[config.mk]
export PLATFORM = sky130hd
export DESIGN_NAME = scroll_display_driver
export DESIGN_NICKNAME = d
export VERILOG_FILES = /design/src/rtl/scroll_display_driver.sv
export SDC_FILE = /design/constraint.sdc
export NUM_CORES = 1
export LEC_CHECK = 0
export CAP_MARGIN = 10
export CORE_UTILIZATION = 29
export DETAILED_ROUTE_END_ITERATION = 10
export PLACE_DENSITY = 0.43
export SLEW_MARGIN = 10
export SYNTH_ARGS = -nofsm -noshare
export SYNTH_HDL_FRONTEND = slang
export SYNTH_SLANG_ARGS = --single-unit
[constraint.sdc]
create_clock -name clk_i -period 3.7 [get_ports clk_i]
set_input_delay 0.74 -clock clk_i [delete_from_list [all_inputs] [get_ports clk_i]]
set_output_delay 0.74 -clock clk_i [all_outputs]
set_load 0.005 [all_outputs]
[src/rtl/scroll_display_driver.sv]
`default_nettype none
// ============================================================================
// Module      : scroll_display_driver
// Description : Multiplexed common-anode 7-segment driver that scrolls a window
//               over a writable hex message with per-slot anti-ghost dead time.
// Revision    : 1.0
// ============================================================================
module scroll_display_driver #(
  parameter int NUM_DIGITS    = 4,
  parameter int MSG_DEPTH     = 16,
  parameter int DIGIT_CYCLES  = 1024,
  parameter int BLANK_CYCLES  = 64,
  parameter int SCROLL_CYCLES = 5_000_000,
  localparam int ADDR_W       = $clog2(MSG_DEPTH)
) (
  input  logic                  clk_i,
  input  logic                  rst_ni,
  input  logic                  wr_en_i,
  input  logic [ADDR_W-1:0]     wr_addr_i,
  input  logic [3:0]            wr_data_i,
  input  logic [1:0]            mode_i,
  input  logic [NUM_DIGITS-1:0] dp_in_i,
  output logic [NUM_DIGITS-1:0] anodes_o,
  output logic [6:0]            seg_o,
  output logic                  dp_o,
  output logic [ADDR_W-1:0]     base_addr_o,
  output logic                  frame_tick_o
);

  localparam int SLOT_W = (DIGIT_CYCLES > 1) ? $clog2(DIGIT_CYCLES) : 1;
  localparam int DIG_W  = (NUM_DIGITS > 1) ? $clog2(NUM_DIGITS) : 1;
  localparam int SCR_W  = (SCROLL_CYCLES > 1) ? $clog2(SCROLL_CYCLES) : 1;

  localparam logic [1:0] MODE_HOLD  = 2'b00;
  localparam logic [1:0] MODE_LEFT  = 2'b01;
  localparam logic [1:0] MODE_RIGHT = 2'b10;
  localparam logic [1:0] MODE_BLANK = 2'b11;

  logic [SLOT_W-1:0]     slot_q, slot_d;
  logic [DIG_W-1:0]      digit_q, digit_d;
  logic [SCR_W-1:0]      scroll_q, scroll_d;
  logic [ADDR_W-1:0]     base_q, base_d;
  logic [1:0]            mode_q;
  logic [3:0]            mem_q [MSG_DEPTH];

  logic [NUM_DIGITS-1:0] anodes_q, anodes_d;
  logic [6:0]            seg_q, seg_d;
  logic                  dp_q, dp_d;
  logic [ADDR_W-1:0]     base_out_q;
  logic                  frame_q, frame_d;

  logic                  slot_wrap;
  logic                  scrolling;
  logic                  lit;
  logic [SCR_W-1:0]      scroll_base;
  logic [ADDR_W-1:0]     rd_addr;

  function automatic logic [6:0] decode(input logic [3:0] nib);
    logic [6:0] s;
    case (nib)
      4'h0: s = 7'b0000001;
      4'h1: s = 7'b1001111;
      4'h2: s = 7'b0010010;
      4'h3: s = 7'b0000110;
      4'h4: s = 7'b1001100;
      4'h5: s = 7'b0100100;
      4'h6: s = 7'b0100000;
      4'h7: s = 7'b0001111;
      4'h8: s = 7'b0000000;
      4'h9: s = 7'b0000100;
      4'hA: s = 7'b0001000;
      4'hB: s = 7'b1100000;
      4'hC: s = 7'b0110001;
      4'hD: s = 7'b1000010;
      4'hE: s = 7'b0110000;
      default: s = 7'b0111000;
    endcase
    return s;
  endfunction

  always_comb begin
    slot_wrap = (slot_q == SLOT_W'(DIGIT_CYCLES - 1));
    slot_d    = slot_wrap ? '0 : slot_q + 1'b1;
    digit_d   = digit_q;
    if (slot_wrap) begin
      digit_d = (digit_q == '0) ? DIG_W'(NUM_DIGITS - 1) : digit_q - 1'b1;
    end
    frame_d = slot_wrap && (digit_q == '0);
  end

  // Any mode change restarts the scroll period, so the new mode always waits a full period.
  always_comb begin
    scrolling   = (mode_i == MODE_LEFT) || (mode_i == MODE_RIGHT);
    scroll_base = (mode_i != mode_q) ? '0 : scroll_q;
    scroll_d    = '0;
    base_d      = base_q;
    if (scrolling) begin
      if (scroll_base == SCR_W'(SCROLL_CYCLES - 1)) begin
        base_d = (mode_i == MODE_LEFT) ? base_q + 1'b1 : base_q - 1'b1;
      end else begin
        scroll_d = scroll_base + 1'b1;
      end
    end
  end

  always_comb begin
    rd_addr  = base_q + ADDR_W'(NUM_DIGITS - 1) - ADDR_W'(digit_q);
    lit      = (slot_q >= SLOT_W'(BLANK_CYCLES)) && (mode_i != MODE_BLANK);
    anodes_d = '1;
    seg_d    = 7'h7F;
    dp_d     = 1'b1;
    if (lit) begin
      anodes_d = ~(NUM_DIGITS'(1) << digit_q);
      seg_d    = decode(mem_q[rd_addr]);
      dp_d     = ~dp_in_i[digit_q];
    end
  end

  always_ff @(posedge clk_i or negedge rst_ni) begin
    if (!rst_ni) begin
      slot_q     <= '0;
      digit_q    <= DIG_W'(NUM_DIGITS - 1);
      scroll_q   <= '0;
      base_q     <= '0;
      mode_q     <= MODE_HOLD;
      anodes_q   <= '1;
      seg_q      <= 7'h7F;
      dp_q       <= 1'b1;
      base_out_q <= '0;
      frame_q    <= 1'b0;
      for (int i = 0; i < MSG_DEPTH; i++) begin
        mem_q[i] <= 4'(i);
      end
    end else begin
      slot_q     <= slot_d;
      digit_q    <= digit_d;
      scroll_q   <= scroll_d;
      base_q     <= base_d;
      mode_q     <= mode_i;
      anodes_q   <= anodes_d;
      seg_q      <= seg_d;
      dp_q       <= dp_d;
      base_out_q <= base_q;
      frame_q    <= frame_d;
      if (wr_en_i) begin
        mem_q[wr_addr_i] <= wr_data_i;
      end
    end
  end

  assign anodes_o     = anodes_q;
  assign seg_o        = seg_q;
  assign dp_o         = dp_q;
  assign base_addr_o  = base_out_q;
  assign frame_tick_o = frame_q;

endmodule
`default_nettype wire

# Yosys cells after proc, flatten, opt, wreduce, memory -nomap -nowiden
# Memory sizes are Yosys's and may differ from the RTL's.
# Cells that the tools add are included.
# totals
elab_cells	73
n_memories	1
out_inout_bits	17
latch_bits	0
ff_bits	122
mem_bits_rw	0
input_bits	17
rom_bits	112
# classes
n_shift	1
muxes	17
eq_ne	6
div_mod_pow	0
bitwise_logic	4
add_sub_neg	7
n_lt_le_gt_ge	5
n_reduce_logical	6
mul	0
# mem_list
memory	words	word_bits	rd	rd_ports_with_merged_regs	write_ports	line_no	rtl
(name not given)	16	7	1	0	0	60	case (nib)
# ops
op	count
2-to-1 mux 23 bit	3
bitwise mux 64 bit	1
adder 23 x 1 -> 23 bit (second input constant)	1
== test 23 bit (second input constant)	1
2-to-1 mux 4 bit	5
binary-select mux 4 bit (select 4 bit)	1
demux 4 bit (select 4 bit)	1
adder 10 x 1 -> 10 bit (second input constant)	1
== test 10 bit (second input constant)	1
greater-or-equal comparator 10 x 7 -> 1 bit (second input constant)	1
greater-or-equal comparator 5 bit (second input constant)	2
2-to-1 mux 10 bit	1
NOT 4 -> 5 bit	2
2-to-1 mux 7 bit	1
< comparator 5 x 1 -> 1 bit (second input constant)	1
adder 4 x 1 -> 4 bit (second input constant)	1
adder 4 x 2 -> 4 bit (second input constant)	1
NOT 4 bit	1
left shift 1 x 2 -> 4 bit (first input constant)	1
subtractor 4 x 1 -> 4 bit (second input constant)	1
subtractor 4 x 2 -> 4 bit	1
logical AND 1 bit	3
< comparator 2 x 3 -> 1 bit (second input constant)	1
binary-select mux 1 bit (select 2 bit)	1
11 further kinds	12

# Logic depth before layout (Yosys ltp)
# Gate-level depths: netlist (run 1).
# An unclocked memory read counts as a cell.
# logic_depth
depth_word	8
ltp_mapped	15
depth_no_buf	14

# Least setup slack after synthesis (run 1)
# OpenSTA, ideal clock, no wires.
# synth_timing
path_kind	register -> register
startpoint	reg digit_q[1]
endpoint	reg seg_q[6] (netlist: seg_o[6])
slack_ns	0.519
required_ns	3.628
stages_incl_launch_ff	15
arrival_ns	3.109
synth_period_minus_slack_ns	3.181
path_buffers	1
setup_time_ns	0.072
cell_sequence	dfstp_2 > inv_1 > ha_1 > ha_1 > inv_1 > fa_1 > clkbuf_1 > mux4_2 > nand3_1 > nand4_1 > inv_1 > ha_1 > inv_1 > a22o_1 > o21ai_1
# synth_via
elab_chain_len	7
# synth_rtl
element	line_no	rtl
start: declaration	40	logic [DIG_W-1:0] digit_q, digit_d;
start signal: assignment	122	digit_q <= DIG_W'(NUM_DIGITS - 1);
start signal: assignment	136	digit_q <= digit_d;
subtractor 4 x 2 -> 4 bit	107	rd_addr = base_q + ADDR_W'(NUM_DIGITS - 1) - ADDR_W'(digit_q);
NOT 4 -> 5 bit (implied by the code)	114	seg_d = decode(mem_q[rd_addr]);
binary-select mux 4 bit (select 4 bit)	114	
2-to-1 mux 4 bit (implied by the code) (2 in a row)	114	
memory read (16 x 7 bit)	--	
2-to-1 mux 7 bit	112	if (lit) begin
via seg_d[6]	47	logic [6:0] seg_q, seg_d;
end signal: assignment	141	seg_q <= seg_d;
end: declaration	47	
# The timed path passes the listed nets, and every way through them passes these cells. The select of a mux whose other input is x is not followed.
# A chain may end at the register's enable or synchronous reset.

# Final worst setup path (run 1)
# Same ends and word-level chain as after synthesis.

==> flow_summary.ini, run 1 <==
[run_status]
outcome = finished clean

[clock_network]
tritoncts = built
tritoncts.num_buffers = 17
clk_latency_worst_skew_pair_ns = 0.41
clkSlewWorstSetupHoldPaths_ns = 0.06
cts_root_buf = clkbuf_16
setup_buffers_after_cts = 0
cts_buffer_depth = 2
hold_buffers = 0
h_tree_levels = 4
cts_sinks = 122
post_cts_resize_count = 0

[drt]
drt-total-wl_um = 12800
num_vias = 3749
route.detailed.vias_per_inst = 4.66
residual_drc_count = 0
antenna_violating_nets_post_route = 0
detailedRoute.firstPassIterationCount = 4
dr.first_iter.drc_count = 199
drt-wirelength-per-cell_um = 16.0

[worst_setup_path]
timing.critical_path.arrival_ns = 3.63
worstSetupPathType = flop to flop
ff2ff_setup_slack_ns = 0.40
worstRegToRegCells = 13
cp-end-kind = flop
worstPathMaxFanout = 11
cp_data_required_time_ns = 4.03
crit_path_start = digit_q[1]
critPathCapture = seg_o[6]
regToRegEndpoint = seg_o[6]
cp-start-kind = flop
r2r_start = digit_q[1]

[finish]
mostFrequentLayoutCells = dfrtp_1 (76), mux2_2 (64), nor2_1 (48), dfstp_2 (46), clkdlybuf4s50_1 (32)
nNetsFinal = 558
final_layout_size_suffix_gt1_share_pct = 33.1
num_antenna_cells = 0
finalInstanceArea_um2 = 7230
most_common_cell_after_layout_fill_and_taps_aside = dfrtp_1
syn_to_final_growth_pct = 21.4

[yosys]
synth_cells = 476
synth-main-ff-cell = dfrtp_1
synthesis.area_um2 = 5950
yosysSeqAreaShare_pct = 52.2
synthesis.nets = 512
ys_warn_count = 0
ys_async_sr_fraction_pct = 100
yosys_register_bits = 122
synth.avg_cell_area_um2 = 12.5
number_of_flops_mapped_to_enable_cells_by_yosys = 0
post_synth_num_cell_types = 49

[placement]
portBuffers = 33
dpl.hpwl_um = 8930
placedInstanceArea_um2 = 6630
gpl.final_weighted_congestion = 0.756

[pwr]
ir_worst_vdd_mv = 0.270
power.leakage_nw = 2.92
p_per_area_nw_per_um2 = 522

[global_routing]
grt_first_pass_wirelength_um = 21400
number_of_global_route_vias_before_repair = 3864
grt_start_max_net_pins = 65
global_route.usage.total_pct = 13.2
number_of_antenna_violations_at_the_first_check_in_global_routing = 0
grt.overflow.total = 0

[floorplan]
core_area_um2 = 20200
die-height_um = 145
die_area_um2 = 21100
initial_cell_density_of_the_core_pct = 29.5
die_w_um = 145
fp-row-count = 52
boundaryPins = 34

[timing]
slew_headroom_pct = 49.4
grt_setup_unrepaired = no
worst-slew-pin-transition_ns = 0.759
setup-violations-final = 0
worst_clock_skew_ns = 0.0103
fin_crit_sh_pct = 89.1
fin_crit_ns = 3.30
max_freq_mhz = 303
setup-tns-final_ns = 0
timing.final.max_slew_violations = 0
finalHoldViolations = 0

[job]
maxCapViolCount = 0

[hold_path]
hold_removal_path_class = input pin to async pin
[sequential cells by signal, summed over array words and instances, names as in the netlist]
register,count
slot_q,10
digit_q,2
mode_q,2
mem_q,64
dp_o,1
base_q,4
frame_tick_o,1
base_addr_o,4
scroll_q,23
anodes_o,4
seg_o,7
[report_power, final]
part | internal, mW | switching (mW)
sequential | 1.56 | 0.0840
combinational | 0.255 | 0.200
clock | 1.08 | 0.602
[synthesized netlist by cell type, drive strengths merged (3+ instances only)]
cell type  count  share of area [%]
xor2          17                2.5
ha            17                3.6
and2           5               0.53
a21oi          3               0.25
xnor2         19                2.8
or3            5               0.53
nand3b         4               0.50
buf            7               0.95
mux2i          3               0.50
and4           4               0.59
a221o          3               0.50
nor2          48                3.0
nor3           6               0.50
mux4          17                6.4
inv           18                1.1
and3           7               0.76
or2            3               0.32
dfrtp         76                 32
dfstp         46                 20
nand3         27                2.4
mux2          65                 12
clkbuf        10               0.63
o21ai          6               0.50
nand4         15                1.8
nand2         26                1.6
[worst min path at each step]
stage | cells after the start | to | slack, ns
3_5_place_dp | 0 | base_addr_o[2] | 0.42
3_3_place_gp | 0 | base_addr_o[2] | 0.44
4_1_cts | 1 | slot_q[6] | 0.42
2_1_floorplan | 0 | base_addr_o[2] | 0.38
5_1_grt | 0 | base_addr_o[2] | 0.44
6_report | 1 | slot_q[2] | 0.40
[kinds of logic (layout without fill, tap and decap cells)]
family	after synthesis	count (layout)	synth area share (%)
buffers and inverters	36	95	2.77
adder cells (fa/ha/maj)	19	19	4.24
multiplexers	85	85	19.3
flip-flops	122	122	52.2
XOR/XNOR	36	36	5.30
AND/OR/NAND/NOR	161	161	14.2
AO/OA/AOI/OAI	17	17	1.98
[critical path, stage by stage, from the launching register on]
cell and delay (ns):
dfstp_2 0.56, inv_1 0.09, ha_1 0.29, ha_1 0.14, inv_1 0.05, fa_1 0.76, mux4_2 0.38, nand3_1 0.10
nand4_1 0.13, inv_1 0.11, ha_1 0.20, inv_1 0.07, a22o_1 0.20, o21ai_1 0.14
[layout make-up]
cell class | instances | area [µm²]
clock inverter | 11 | 146
inverter | 19 | 71.3
fill | 1953 | 12900
multi-input combinational | 318 | 2680
sequential | 122 | 3110
clock buffer | 21 | 450
timing repair buffer | 44 | 435
tap | 270 | 338
[metrics by stage]
stage	power (mW)	hold slack [ns]	std cells	utilization, %	worst slack [ns]
floorplan	1.97	0.380	476	-	0.519
global placement	2.11	0.435	773	32.9	0.260
detailed placement	2.13	0.416	773	32.9	0.245
CTS	3.83	0.415	805	35.8	0.378
global route	3.96	0.443	805	35.8	0.193
finish	3.78	0.399	805	35.8	0.405
[routing by layer]
metal  vias to the layer above  global-route usage [%]  part of all wire (%)
met3                        20                    4.03                   3.1
met5                         -                       0                     0
met1                      1886                    17.9                    50
li1                       1777                       -                     -
met4                         0                    4.47                   1.6
met2                        66                    19.8                    46
(Power assumes the default switching activity.)
==> run 2, diff against run 1 <==
--- a/config.mk
+++ b/config.mk
@@ -8,7 +8,9 @@
 export CAP_MARGIN = 10
 export CORE_UTILIZATION = 29
 export DETAILED_ROUTE_END_ITERATION = 10
+export GPL_TIMING_DRIVEN = 0
 export PLACE_DENSITY = 0.43
+export SKIP_LAST_GASP = 1
 export SLEW_MARGIN = 10
 export SYNTH_ARGS = -nofsm -noshare
 export SYNTH_HDL_FRONTEND = slang
==> flow_summary.ini, run 2 (synthesis gave the netlist of run 1 again) <==
[clock_network]
cts_sinks = 122
h_tree_levels = 4
tritoncts.num_buffers = 17
tritoncts = built
cts_buffer_depth = 2
cts_root_buf = clkbuf_16
clkSlewWorstSetupHoldPaths_ns = 0.05
clk_latency_worst_skew_pair_ns = 0.41

[timing]
setup-violations-final = 0
fin_crit_ns = 3.51
worst-slew-pin-transition_ns = 0.677
fin_crit_sh_pct = 94.9
setup-tns-final_ns = 0
grt_setup_unrepaired = yes
max_freq_mhz = 285
slew_headroom_pct = 54.7
finalHoldViolations = 0
timing.final.max_slew_violations = 0
worst_clock_skew_ns = 0.00457

[worst_setup_path]
critPathSlowestCell = dfstp_2
crit_buf_inv = 5
worstPathMaxFanout = 10
total_stage_count_of_the_critical_path = 14
worstRegToRegCells = 14
cp-end-kind = flop
timing.critical_path.slowest_cell_delay_ns = 0.56
path_cells = inv_1, ha_1, ha_1, inv_1, fa_1, buf_2, mux4_2, nand3_1, nand4_1, inv_1, ha_1, inv_1, a22o_1, o21ai_1
timing.critical_path.arrival_ns = 3.85
ff2ff_setup_slack_ns = 0.19
critPathCapture = seg_o[6]
regToRegEndpoint = seg_o[6]
cp-start-kind = flop
critical-path-top-delay-family = adder cells
r2r_start = digit_q[1]
cp_data_required_time_ns = 4.04
critical_path.most_common_cell = inv_1
worstSetupPathType = flop to flop
crit_path_start = digit_q[1]

[job]
maxCapViolCount = 0

[finish]
final_layout_size_suffix_gt1_share_pct = 33.3
mostFrequentLayoutCells = dfrtp_1 (76), mux2_2 (64), nor2_1 (48), dfstp_2 (46), clkdlybuf4s50_1 (30)
layout.cells.non_filler = 813
most_common_cell_after_layout_fill_and_taps_aside = dfrtp_1
registers.top_by_ff_count = mem_q
num_antenna_cells = 0
nNetsFinal = 566
utilization_pct = 36.1
largest_register_ffs = 64
syn_to_final_growth_pct = 22.3
largestRegisters = mem_q (64), scroll_q (23), slot_q (10)

[drt]
residual_drc_count = 0
detailedRoute.firstPassIterationCount = 4
num_vias = 3763
antenna_violating_nets_post_route = 0
route.detailed.vias_per_inst = 4.63
dr.first_iter.drc_count = 142
drt-wirelength-per-cell_um = 15.6
drt-total-wl_um = 12600

[global_routing]
global_route.usage.total_pct = 13.0
grt.overflow.total = 0
number_of_antenna_violations_at_the_first_check_in_global_routing = 0
grt_start_max_net_pins = 72
grt_first_pass_wirelength_um = 21100
number_of_global_route_vias_before_repair = 3822

[floorplan]
die-height_um = 145
fp-row-count = 52
die_area_um2 = 21100
initial_cell_density_of_the_core_pct = 29.5
boundaryPins = 34
die_w_um = 145
core_area_um2 = 20200

[placement]
dpl.hpwl_um = 8870
portBuffers = 31
gpl.final_weighted_congestion = 0.778
dp_cells = 778

[hold_path]
hold_removal_path_class = input pin to async pin

[pwr]
ir_worst_vdd_mv = 0.294
power.leakage_nw = 2.96
finalPower_mw = 3.81
p_per_area_nw_per_um2 = 523

[run_status]
outcome = finished clean
-- run 2: cell types whose count changed in the layout (fill, tap and decap cells not counted), sizes merged --
cell,change
clkinv,-3
clkinvlp,-1
buf,+1
clkbuf,+14
clkdlybuf4s50,-2
bufinv,-1
-- run 2: cell type report --
| class | count | area, µm² |
|---|---|---|
| Buffer | 17 | 95.1 |
| Clock buffer | 26 | 539 |
| Clock inverter | 6 | 82.6 |
| Fill cell | 1968 | 12900 |
| Inverter | 19 | 71.3 |
| Multi-Input combinational cell | 318 | 2690 |
| Sequential cell | 122 | 3110 |
| Tap cell | 270 | 338 |
| Timing Repair Buffer | 35 | 362 |
-- run 2: worst min path at each step --
stage	slack, ns	startpoint	depth (start not counted)	end
finish	0.27	rst_ni	1	slot_q[7]
global route	0.31	rst_ni	1	slot_q[7]
CTS	0.28	rst_ni	1	slot_q[7]
detailed placement	0.44	base_q[2]	0	base_addr_o[2]
global placement	0.42	base_q[2]	0	base_addr_o[2]
floorplan	0.38	base_q[2]	0	base_addr_o[2]
-- run 2: repair_timing --
item,4_1_cts,5_1_grt
buffers inserted,0,3
hold buffers,0,0
gates resized for setup,1,2
pin swaps,1,0
endpoints found under the setup margin,7,5
-- run 2: power by group --
part           leakage (nW)  switching (mW)  total, mW  internal (mW)
Sequential             1.46          0.0808       1.64           1.56
Combinational          1.19           0.195      0.457          0.262
Clock                 0.308           0.576       1.71           1.13
-- run 2: per-stage QoR --
| step | cell area [µm²] | hold slack [ns] | setup slack, ns |
|---|---|---|---|
| global route | 7280 | 0.305 | -0.0203 |
| finish | 7280 | 0.267 | 0.190 |
| global placement | 6600 | 0.424 | -3.01 |
| detailed placement | 6630 | 0.439 | -0.212 |
| CTS | 7250 | 0.280 | 0.0111 |
| floorplan | 5950 | 0.380 | 0.519 |
-- run 2: routing by layer --
layer	vias to the layer above	GRT usage, %	routed length (µm)	part of all wire (%)
met5	-	0	0	0
met4	0	5.37	204	1.6
li1	1792	-	-	-
met3	18	3.27	413	3.3
met1	1891	18.3	6330	50
met2	62	19.0	5700	45
